===== src/rtl/revaluate_datapath.sv =====
// -----------------------------------------------------------------------------
// revaluate_datapath
//
// Streams 25-bit state slices from a synchronous-read source memory through a
// row-wise nonlinear revaluation and writes them to a destination memory.
// A slice is a 5x5 bit plane with bit index 5*y+x (row y, column x). Every row
// is transformed independently:
//   out[x] = b[x] ^ (~b[(x+1)%5] & b[(x+2)%5])
//
// A slice counter addresses the source memory directly. The source returns its
// data one cycle later, so the write address and strobe pass through a single
// register stage to line up with rd_data.
//
// Ports
//   clk            in   clock, all state changes on the rising edge
//   rst            in   synchronous active-high reset
//   dataset_reset  in   clear slice counter, drop the write in flight
//   count          in   advance slice counter (wraps after SLICES-1)
//   write          in   process and write the slice currently addressed
//   rd_addr        out  source slice address (the counter itself)
//   rd_data        in   source slice, valid one cycle after rd_addr
//   wr_en          out  destination write strobe
//   wr_addr        out  destination slice address
//   wr_data        out  revaluated slice, zero when wr_en is low
//   datapath_done  out  last slice addressed while counting
//
// Strobe semantics: the controller inputs are single-cycle level requests with
// no backpressure; wr_en is a one-cycle qualifier for wr_addr/wr_data and the
// destination must accept every cycle in which it is high.
// -----------------------------------------------------------------------------
module revaluate_datapath #(
  parameter int SLICES = 64,
  parameter int ADDR_W = 6
) (
  input  logic              clk,
  input  logic              rst,
  input  logic              dataset_reset,
  input  logic              count,
  input  logic              write,
  output logic [ADDR_W-1:0] rd_addr,
  input  logic [24:0]       rd_data,
  output logic              wr_en,
  output logic [ADDR_W-1:0] wr_addr,
  output logic [24:0]       wr_data,
  output logic              datapath_done
);

  localparam logic [ADDR_W-1:0] LAST = ADDR_W'(SLICES - 1);

  logic [ADDR_W-1:0] cnt;
  logic [ADDR_W-1:0] pipe_addr;
  logic              pipe_vld;

  // Row-wise revaluation of one 25-bit slice.
  function automatic logic [24:0] revaluate(input logic [24:0] b);
    logic [24:0] r;
    r = '0;
    for (int y = 0; y < 5; y++) begin
      for (int x = 0; x < 5; x++) begin
        r[5*y + x] = b[5*y + x] ^ (~b[5*y + ((x + 1) % 5)] & b[5*y + ((x + 2) % 5)]);
      end
    end
    return r;
  endfunction

  // Slice counter: rst, then dataset_reset, then count, else hold.
  always_ff @(posedge clk) begin
    if (rst) begin
      cnt <= '0;
    end else if (dataset_reset) begin
      cnt <= '0;
    end else if (count) begin
      cnt <= (cnt == LAST) ? '0 : cnt + 1'b1;
    end
  end

  // Alignment stage: the address seen this cycle is the one whose data the
  // source memory returns next cycle. dataset_reset kills the write in flight.
  always_ff @(posedge clk) begin
    if (rst) begin
      pipe_vld  <= 1'b0;
      pipe_addr <= '0;
    end else begin
      pipe_vld  <= write & ~dataset_reset;
      pipe_addr <= cnt;
    end
  end

  assign rd_addr       = cnt;
  assign wr_en         = pipe_vld;
  assign wr_addr       = pipe_addr;
  assign wr_data       = pipe_vld ? revaluate(rd_data) : '0;
  assign datapath_done = count & ~dataset_reset & (cnt == LAST);

endmodule

===== config.mk =====
export PLATFORM = sky130hd
export DESIGN_NAME = revaluate_datapath
export DESIGN_NICKNAME = d
export VERILOG_FILES = /design/src/rtl/revaluate_datapath.sv
export SDC_FILE = /design/constraint.sdc
export NUM_CORES = 1
export LEC_CHECK = 0
export ABC_CLOCK_PERIOD_IN_PS = 1370
export BUFFER_PORTS_ARGS = -buffer_cell sky130_fd_sc_hd__buf_4
export CAP_MARGIN = 10
export CORE_MARGIN = 2
export CORE_UTILIZATION = 41
export DETAILED_ROUTE_END_ITERATION = 10
export PLACE_DENSITY = 0.84
export SLEW_MARGIN = 20
export SYNTH_ARGS = -nofsm -noshare
export SYNTH_HDL_FRONTEND = slang
export SYNTH_SLANG_ARGS = --single-unit

===== constraint.sdc =====
create_clock -name clk -period 1.37 [get_ports clk]
set_input_delay 0.2055 -clock clk [delete_from_list [all_inputs] [get_ports clk]]
set_output_delay 0.2055 -clock clk [all_outputs]
set_load 0.01 [all_outputs]

==> impl_metrics.csv, run 1 <==
group,metric,value,unit
floorplanning,die_h,53.2,um
synthesis,synth-edff-count,0,
global_routing,grt_pass1_wl,3840,um
drt,drc_errors,0,
worst_setup_path,crit_arrival,1140,ps
power,p_clk_share,25.9,%
timing,whs,122,ps
synthesis,syn-instance-count,120,
power,p_int,0.000671,W
synthesis,synth_common_cells,"and2_1 (26), xnor2_1 (26), nand2b_1 (25)",
synthesis,synthTopCellsByArea,"dfxtp_1 (26%), xnor2_1 (23%), and2_1 (16%)",
clock_network,cts_buffer_depth,2,
synthesis,yosysTopAreaCell,"dfxtp_1",
final_layout,design_area,0.00161,mm2
floorplanning,top_level_ports,69,
status,status,"completed",
power,swShare,26.7,%
placement,numPortBuffers,68,
timing,max_freq,741,MHz
placement,pre_cts_slack,139,ps
worst_setup_path,endpoint_kind,"output port",
power,sequentialPowerShare,42.1,%
drt,first_iter_violations,10,
synthesis,synth-async-reset-ratio,0,%
floorplanning,num_rows,17,
timing,fin_skew,1.77,ps
power,power.leakage,0.755,nW
timing,rsz0062_at_grt,"true",
timing,period_minus_slack,1350,ps
power,switchingPower,0.000244,W
clock_network,cts_buffers,3,
timing,fin_ws,20.1,ps
clock_network,cts_tree,"done",
drt,first_pass_iters,4,
worst_setup_path,cp_slowest_cell,"dfxtp_2",
global_routing,grt_pass1_vias,933,
timing,finalSetupViolCount,0,
final_layout,fin_nets,226,
global_routing,grt_overflow_total,0,
clock_network,clock_sinks,13,
floorplanning,start_util,44.0,%
global_routing,grt.total_usage,18.4,%
power,pwr-share-comb,32.0,%
power,power_density,567,mW/mm2
synthesis,synth_fp_nets,151,
placement,gp_congestion,0.749,
timing,slew_headroom,82.3,%
timing,tightest_slew,263,ps
worst_setup_path,cp_top_family,"flip-flops",
floorplanning,die_w,53.2,um
worst_setup_path,cpPeakStageDelay,360,ps
timing,finalCritPeriodShare,98.5,%
global_routing,grt_max_degree,27,
placement,placed_area,0.00156,mm2
power,finalPower,0.000916,W
worst_hold_path,hp-class,"in -> reg",
clock_network,clkSlewWorstSetupHoldPaths,70,ps
synthesis,synth.yosys.warnings,0,
synthesis,synth-seq-cells,13,
drt,wl_per_cell,11.2,um
synthesis,synthesis.area,991,um2
worst_setup_path,crit_chain,"ha_4 -> nand4_1 -> nor3_2 -> buf_4",
clock_network,h-tree-depth,1,
drt,vias,998,
floorplanning,fp.dieArea,0.00283,mm2
timing,hold_viol,0,
job,cap_violations,0,
drt,via_per_inst,4.50,
final_layout,diodes,0,
final_layout,final_layout_size_suffix_gt1_share,42.8,%
final_layout,nFillCells,186,
worst_setup_path,critPathKind,"reg -> out",
drt,detail-route-antenna-nets,0,
worst_setup_path,cp.buffers_inverters,1,
clock_network,clock_latency,280,ps
global_routing,antenna_found_initial,0,
synthesis,ys_seq_area_share,26.3,%
power,peakVddDrop,0.527,mV
synthesis,synth_area_per_cell,8.26,um2
worst_setup_path,start_kind,"flop",
worst_setup_path,cp_max_fo,2,
synthesis,yosysTopAreaCellShare,26.3,%
placement,hpwl,2080,um
worst_setup_path,required,1160,ps
floorplanning,coreArea,0.00225,mm2
synthesis,synth_ff_type,"dfxtp_1",
synthesis,synth.distinct_cells,18,
final_layout,area_growth,62.9,%
timing,drv_slew,0,
drt,routed_wl,2480,um
clock_network,cts_root_buffer,"clkbuf_4",
## path summary, 6_finish.rpt
check / start / to / slack [ps] / cells past startpoint
setup / recovery: rd_addr[1] / datapath_done / 20 / 4
hold reg to reg: rd_addr[2] / wr_addr[2] / 520 / 1
hold / removal: dataset_reset / rd_addr[1] / 120 / 2
setup reg to reg: rd_addr[1] / rd_addr[5] / 140 / 4
## worst reg2reg max path, stage by stage, from the launching register on
cell and delay (ps):
dfxtp_2 360, buf_4 140, nand4_2 130, or3_1 400
a21oi_2 140
## what timing repair did
action | in CTS | in global routing
setup buffers | 1 | 0
hold endpoints to repair | 0 | 0
hold buffers | 0 | 0
resized for setup | 4 | 3
endpoints found under the setup margin | 1 | 2
pin swaps | 3 | 0
## kinds of logic (layout without fill, tap and decap cells)
group	count (synthesis)	count (layout)	share of synthesized area, %
flops	13	13	26.3
simple gates	70	70	42.8
compound gates	3	3	1.89
xor+xnor	29	29	25.6
buf+inv	3	77	1.14
mux	1	1	1.01
fa+ha+maj	1	1	1.26
## cell type report
cell class	instances	area [um2]	area share [%]
Clock buffer	4	26.3	1.63
Multi-Input combinational cell	104	737	45.7
Sequential cell	13	264	16.4
Tap cell	28	35.0	2.17
Timing Repair Buffer	73	552	34.2
## registers in the layout, indices dropped and copies added, names as in the netlist
name,cells
wr_addr,6
rd_addr,6
wr_en,1
## cells in the final DEF (no fill, tap or decap)
cell type,instances
and2_1,26
o21ai_1,1
clkbuf_4,3
a21oi_2,1
o21ai_0,1
ha_4,1
buf_4,72
xor2_1,3
xnor2_1,26
nor3_2,1
dfxtp_1,10
clkbuf_1,1
nand2b_1,25
nor2b_1,6
mux2i_1,1
buf_6,1
nor2_1,3
nand2_1,3
nand4_1,1
dfxtp_2,3
nor3_1,3
or3_1,1
nand4_2,1
## through the flow
step	util (%)	cells	TNS, ps
6_report	71.6	222	0
5_1_grt	71.6	222	-34.7
4_1_cts	71.1	222	-18.3
3_5_place_dp	69.0	217	0
3_3_place_gp	69.0	217	0
2_1_floorplan	-	120	0
## power by group through the flow
stage	Clock, W	Sequential (W)	Combinational, W
2_1_floorplan	0	0.000398	0.000137
3_3_place_gp	0	0.000392	0.000286
3_5_place_dp	0	0.000393	0.000293
4_1_cts	0.000239	0.000385	0.000294
5_1_grt	0.000258	0.000386	0.000324
6_report	0.000237	0.000385	0.000293
## layer usage
| metal | global-route usage [%] | vias up | routed length [um] |
|---|---|---|---|
| met4 | 8.12 | 0 | 36 |
| met5 | 0 | - | 0 |
| met3 | 3.67 | 3 | 295 |
| li1 | - | 519 | - |
| met1 | 18.4 | 428 | 925 |
| met2 | 35.8 | 48 | 1230 |
No activity file was read; power rests on OpenSTA's default activity.
==> run 2, diff against run 1 <==
--- a/config.mk
+++ b/config.mk
@@ -5,13 +5,14 @@
 export SDC_FILE = /design/constraint.sdc
 export NUM_CORES = 1
 export LEC_CHECK = 0
+export ABC_AREA = 1
 export ABC_CLOCK_PERIOD_IN_PS = 1370
 export BUFFER_PORTS_ARGS = -buffer_cell sky130_fd_sc_hd__buf_4
 export CAP_MARGIN = 10
 export CORE_MARGIN = 2
-export CORE_UTILIZATION = 41
+export CORE_UTILIZATION = 40
 export DETAILED_ROUTE_END_ITERATION = 10
-export PLACE_DENSITY = 0.84
+export PLACE_DENSITY = 0.83
 export SLEW_MARGIN = 20
 export SYNTH_ARGS = -nofsm -noshare
 export SYNTH_HDL_FRONTEND = slang
==> impl_metrics.csv, run 2 <==
group,metric,value,unit
status,status,"complete, but fails checks",
synthesis,synth-edff-count,0,
worst_setup_path,crit_chain,"ha_4 -> nand2_4 -> nor2_4 -> nand3_2 -> nor2_1 -> buf_4",
synthesis,synth_area_per_cell,5.86,um2
worst_setup_path,endpoint_kind,"output port",
worst_setup_path,cpPeakStageDelay,370,ps
drt,routed_wl,5260,um
clock_network,clock_latency,280,ps
power,peakVddDrop,0.653,mV
worst_setup_path,cp_top_family,"flip-flops",
global_routing,grt_overflow_total,0,
clock_network,cts_buffer_depth,2,
synthesis,synth.yosys.warnings,0,
floorplanning,fp.dieArea,0.00279,mm2
drt,via_per_inst,5.92,
synthesis,synth_common_cells,"nor3_1 (51), inv_1 (34), a21oi_1 (28)",
status,violations,"negative setup slack",
worst_hold_path,hp-class,"in -> reg",
worst_setup_path,cp_slowest_cell,"dfxtp_2",
synthesis,synth-async-reset-ratio,0,%
clock_network,cts_buffers,3,
worst_setup_path,cp_max_fo,2,
floorplanning,coreArea,0.00223,mm2
final_layout,layout_common_cells,"buf_4 (51), inv_1 (34), a21oi_1 (28)",
power,power_density,513,mW/mm2
synthesis,synth.distinct_cells,15,
drt,first_pass_iters,4,
placement,hpwl,2300,um
floorplanning,start_util,42.7,%
final_layout,diodes,0,
drt,detail-route-antenna-nets,0,
timing,fin_skew,9.06,ps
timing,slew_headroom,69.1,%
power,sequentialPowerShare,36.8,%
worst_setup_path,crit_arrival,1270,ps
power,finalPower,0.00105,W
global_routing,grt_max_degree,14,
power,power.leakage,0.918,nW
floorplanning,die_w,52.9,um
clock_network,clock_sinks,13,
synthesis,synthTopCellsByArea,"dfxtp_1 (27%), nor3_1 (27%), a21oi_1 (15%)",
final_layout,fin_nets,274,
timing,rsz0062_at_grt,"true",
timing,hold_viol,0,
synthesis,synthesis.area,955,um2
global_routing,grt_pass1_vias,1455,
worst_setup_path,critPathKind,"reg -> out",
power,swShare,36.0,%
timing,drv_slew,0,
worst_setup_path,cp.buffers_inverters,1,
floorplanning,num_rows,17,
placement,numPortBuffers,68,
timing,fin_ws,-105,ps
timing,whs,145,ps
synthesis,yosysMostFrequentCell,"nor3_1",
power,p_clk_share,22.4,%
synthesis,yosysTopAreaCell,"dfxtp_1",
power,switchingPower,0.000378,W
global_routing,grt.total_usage,30.1,%
clock_network,hold_buffers,0,
synthesis,syn-instance-count,163,
timing,finalSetupViolCount,26,
clock_network,cts_tree,"done",
drt,drc_errors,0,
worst_setup_path,required,1160,ps
global_routing,grt_pass1_wl,6310,um
synthesis,ys_seq_area_share,27.3,%
job,cap_violations,0,
worst_setup_path,start_kind,"flop",
final_layout,area_growth,114,%
timing,finalCritPeriodShare,108,%
synthesis,synth_ff_type,"dfxtp_1",
floorplanning,die_h,52.9,um
final_layout,final_common_cell,"buf_4",
clock_network,cts_root_buffer,"clkbuf_4",
power,pwr-share-comb,40.8,%
timing,tightest_slew,460,ps
timing,period_minus_slack,1470,ps
drt,wl_per_cell,19.5,um
placement,placed_area,0.00153,mm2
clock_network,clkSlewWorstSetupHoldPaths,90,ps
power,p_int,0.000672,W
floorplanning,top_level_ports,69,
timing,max_freq,678,MHz
placement,gp_congestion,0.800,
final_layout,design_area,0.00205,mm2
drt,first_iter_violations,84,
synthesis,synth_fp_nets,194,
global_routing,antenna_found_initial,0,
clock_network,h-tree-depth,1,
drt,vias,1599,
synthesis,yosysTopAreaCellShare,27.3,%
synthesis,synth-seq-cells,13,
final_layout,final_layout_size_suffix_gt1_share,47.9,%
==> run 2: cell types whose count changed in the layout (fill, tap and decap cells not counted), moves of 7 or more <==
cell      delta
buf_4       -21
nand2b_1    -25
nor2_1      +12
and2_1      -26
nand2_1      +7
a21oi_1     +28
nor3_4      +24
inv_1       +34
nor3_1      +23
xnor2_1     -25
buf_6       +21
==> run 2: metrics by stage <==
stage / instances / TNS (ps) / setup slack (ps) / util, %
after floorplan: 163 / 0 / 86.4 / -
after global placement: 260 / 0 / 168 / 68.3
after detailed placement: 260 / 0 / 140 / 68.3
after CTS: 267 / -567 / -92.2 / 82.4
after global routing: 270 / -1670 / -151 / 91.7
final: 270 / -754 / -105 / 91.7
==> run 2: power by group through the flow <==
| stage | sequential (W) | clock, W | combinational, W |
|---|---|---|---|
| detailed placement | 0.000393 | 0 | 0.000279 |
| finish | 0.000387 | 0.000235 | 0.000428 |
| CTS | 0.000385 | 0.000232 | 0.000344 |
| floorplan | 0.000397 | 0 | 0.000115 |
| global route | 0.000387 | 0.000251 | 0.000447 |
| global placement | 0.000393 | 0 | 0.000278 |
==> run 2: worst paths after layout <==
path,start,end,slack (ps),depth (start not counted)
worst min register to register,rd_addr[4],wr_addr[4],490,2
worst max-delay path,rd_addr[1],datapath_done,-100,6
worst min-delay path,rst,wr_addr[0],140,2
worst max register to register,rd_addr[1],rd_addr[3],210,7
==> run 2: cell families (layout without fill, tap and decap cells) <==
| kind of cell | Yosys count | in the layout | share of synthesized area (%) |
|---|---|---|---|
| compound gates | 29 | 29 | 15.2 |
| fa+ha+maj | 1 | 1 | 1.31 |
| xor+xnor | 1 | 1 | 0.918 |
| flops | 13 | 13 | 27.3 |
| buf+inv | 37 | 116 | 14.8 |
| simple gates | 82 | 82 | 40.5 |
==> run 2: routing by layer <==
metal	up-vias	part of all wire (%)	wire length (um)	global-route usage, %
met1	756	34	1770	31.1
met5	-	0	0	0
met3	23	9.0	471	6.21
met2	117	54	2820	58.3
met4	0	3.6	191	11.1
li1	703	-	-	-
==> run 2: timing repair <==
item / in CTS / in global routing
buffers inserted: 1 / 2
pin swaps: 15 / 14
endpoints found under the setup margin: 26 / 26
endpoints found under the hold margin: 0 / 0
cloned: 2 / 1
gates resized for setup: 50 / 33
==> run 2: final cells by class <==
cell class / count / area [um2]
inverters: 35 / 136
flip-flops and latches: 13 / 264
multi-input cells: 113 / 853
well taps: 28 / 35.0
repair buffers: 77 / 731
fillers: 89 / 186
clock buffers: 3 / 22.5
clock inverters: 1 / 5.00
==> run 3, diff against run 2 <==
--- a/config.mk
+++ b/config.mk
@@ -9,8 +9,10 @@
 export ABC_CLOCK_PERIOD_IN_PS = 1370
 export BUFFER_PORTS_ARGS = -buffer_cell sky130_fd_sc_hd__buf_4
 export CAP_MARGIN = 10
+export CELL_PAD_IN_SITES_DETAIL_PLACEMENT = 0
+export CELL_PAD_IN_SITES_GLOBAL_PLACEMENT = 2
 export CORE_MARGIN = 2
-export CORE_UTILIZATION = 40
+export CORE_UTILIZATION = 18
 export DETAILED_ROUTE_END_ITERATION = 10
 export PLACE_DENSITY = 0.83
 export SLEW_MARGIN = 20
==> impl_metrics.csv, run 3 (synthesis gave the netlist of run 2 again) <==
group,metric,value,unit
final_layout,nFillCells,537,
timing,period_minus_slack,1380,ps
drt,first_pass_iters,4,
timing,tightest_slew,363,ps
worst_setup_path,start_kind,"flop",
worst_setup_path,crit_arrival,1180,ps
drt,via_per_inst,4.40,
placement,hpwl,2480,um
timing,whs,182,ps
final_layout,seqCellArea,270,um2
clock_network,cts_buffers,3,
global_routing,antenna_found_initial,0,
final_layout,final_layout_size_suffix_gt1_share,48.6,%
timing,slew_headroom,75.6,%
clock_network,h-tree-depth,1,
worst_setup_path,endpoint_kind,"output port",
placement,numPortBuffers,68,
floorplanning,die_w,76.8,um
clock_network,clock_latency,240,ps
drt,vias,1378,
worst_setup_path,cp_max_fo,2,
clock_network,hold_buffers,0,
floorplanning,num_rows,26,
drt,detail-route-antenna-nets,0,
final_layout,diodes,0,
clock_network,clock_sinks,13,
worst_setup_path,r2r-start,"rd_addr[0]",
timing,max_freq,722,MHz
timing,fin_skew,1.81,ps
power,peakVddDrop,0.569,mV
global_routing,grt_overflow_total,0,
worst_setup_path,r2r_setup_slack,110,ps
timing,hold_viol,0,
final_layout,area_growth,122,%
worst_setup_path,critPathKind,"reg -> out",
floorplanning,coreArea,0.00511,mm2
timing,rsz0062_at_grt,"true",
worst_setup_path,required,1160,ps
timing,drv_slew,0,
worst_hold_path,hp-class,"in -> reg",
global_routing,grt_pass1_vias,1311,
drt,drc_errors,0,
final_layout,fin_nets,275,
placement,gp_congestion,0.762,
job,cap_violations,0,
floorplanning,die_h,76.8,um
floorplanning,top_level_ports,69,
drt,first_iter_violations,28,
power,power_density,524,mW/mm2
floorplanning,start_util,18.7,%
timing,fin_ws,-14.4,ps
power,power.leakage,0.932,nW
worst_hold_path,hp-start,"write",
final_layout,layout_common_cells,"buf_4 (52), inv_1 (33), a21oi_1 (28)",
floorplanning,fp.dieArea,0.00590,mm2
status,violations,"negative setup slack",
global_routing,grt_pass1_wl,5810,um
status,status,"complete, but fails checks",
clock_network,cts_root_buffer,"clkbuf_8",
global_routing,grt_max_degree,14,
global_routing,grt.total_usage,11.5,%
clock_network,cts_buffer_depth,2,
timing,finalCritPeriodShare,101,%
worst_setup_path,critPathLaunch,"rd_addr[0]",
final_layout,multi_input_area,841,um2
clock_network,clkSlewWorstSetupHoldPaths,50,ps
timing,finalSetupViolCount,1,
drt,wl_per_cell,11.8,um
clock_network,cts_tree,"done",
final_layout,final_common_cell,"buf_4",
placement,pre_cts_slack,124,ps
drt,routed_wl,3700,um
[run 3: changes by cell type in the layout (fill, tap and decap cells not counted), sizes merged]
cell | before | now
clkbuf | 4 | 6
clkinv | 2 | 1
[run 3: final cells by class]
| type | instances | share of cell area (%) |
|---|---|---|
| Tap cell | 70 | 4.14 |
| Clock buffer | 4 | 2.13 |
| Multi-Input combinational cell | 113 | 39.7 |
| Timing Repair Buffer | 78 | 34.8 |
| Inverter | 35 | 6.45 |
| Sequential cell | 13 | 12.8 |
[run 3: final timing paths]
check                  endpoint  cells after the start
setup reg to reg     rd_addr[4]                      8
setup / recovery  datapath_done                      6
hold reg to reg      wr_addr[4]                      2
hold / removal            wr_en                      3
[run 3: metal layers]
metal	GRT usage, %	part of all wire (%)	vias to the layer above
met5	0	0	-
met4	2.36	0.16	0
met3	2.82	6.9	2
met2	21.4	54	43
met1	13.1	39	628
li1	-	-	705
[run 3: what timing repair did]
action | CTS | global route
cloned | 1 | 2
buffers inserted | 3 | 1
setup endpoints to repair | 26 | 24
pin swaps | 6 | 26
resized for setup | 40 | 44
endpoints found under the hold margin | 0 | 0
[run 3: critical path, cell delays in order, from the launching register on]
cell,delay (ps)
dfxtp_4,360
ha_4,150
nand2_4,50
nor2_4,90
nand3_2,80
nor2_1,90
buf_4,120
[run 3: where the power goes]
part / leakage (nW) / total (W) / switching (W) / internal (W)
clock network: 0.0228 / 0.000333 / 0.000128 / 0.000205
registers: 0.108 / 0.000385 / 0.00000431 / 0.000381
logic: 0.802 / 0.000392 / 0.000211 / 0.000180
[run 3: metrics by stage]
stage | instances | util (%) | total power [W] | TNS, ps | instance area, um2
after detailed placement | 302 | 30.9 | 0.000677 | 0 | 1580
final | 313 | 41.4 | 0.00111 | -14.4 | 2120
after CTS | 310 | 36.3 | 0.00106 | -69.0 | 1850
after floorplan | 163 | - | 0.000512 | 0 | 955
after global routing | 313 | 41.4 | 0.00117 | -184 | 2120
after global placement | 302 | 30.9 | 0.000682 | 0 | 1580
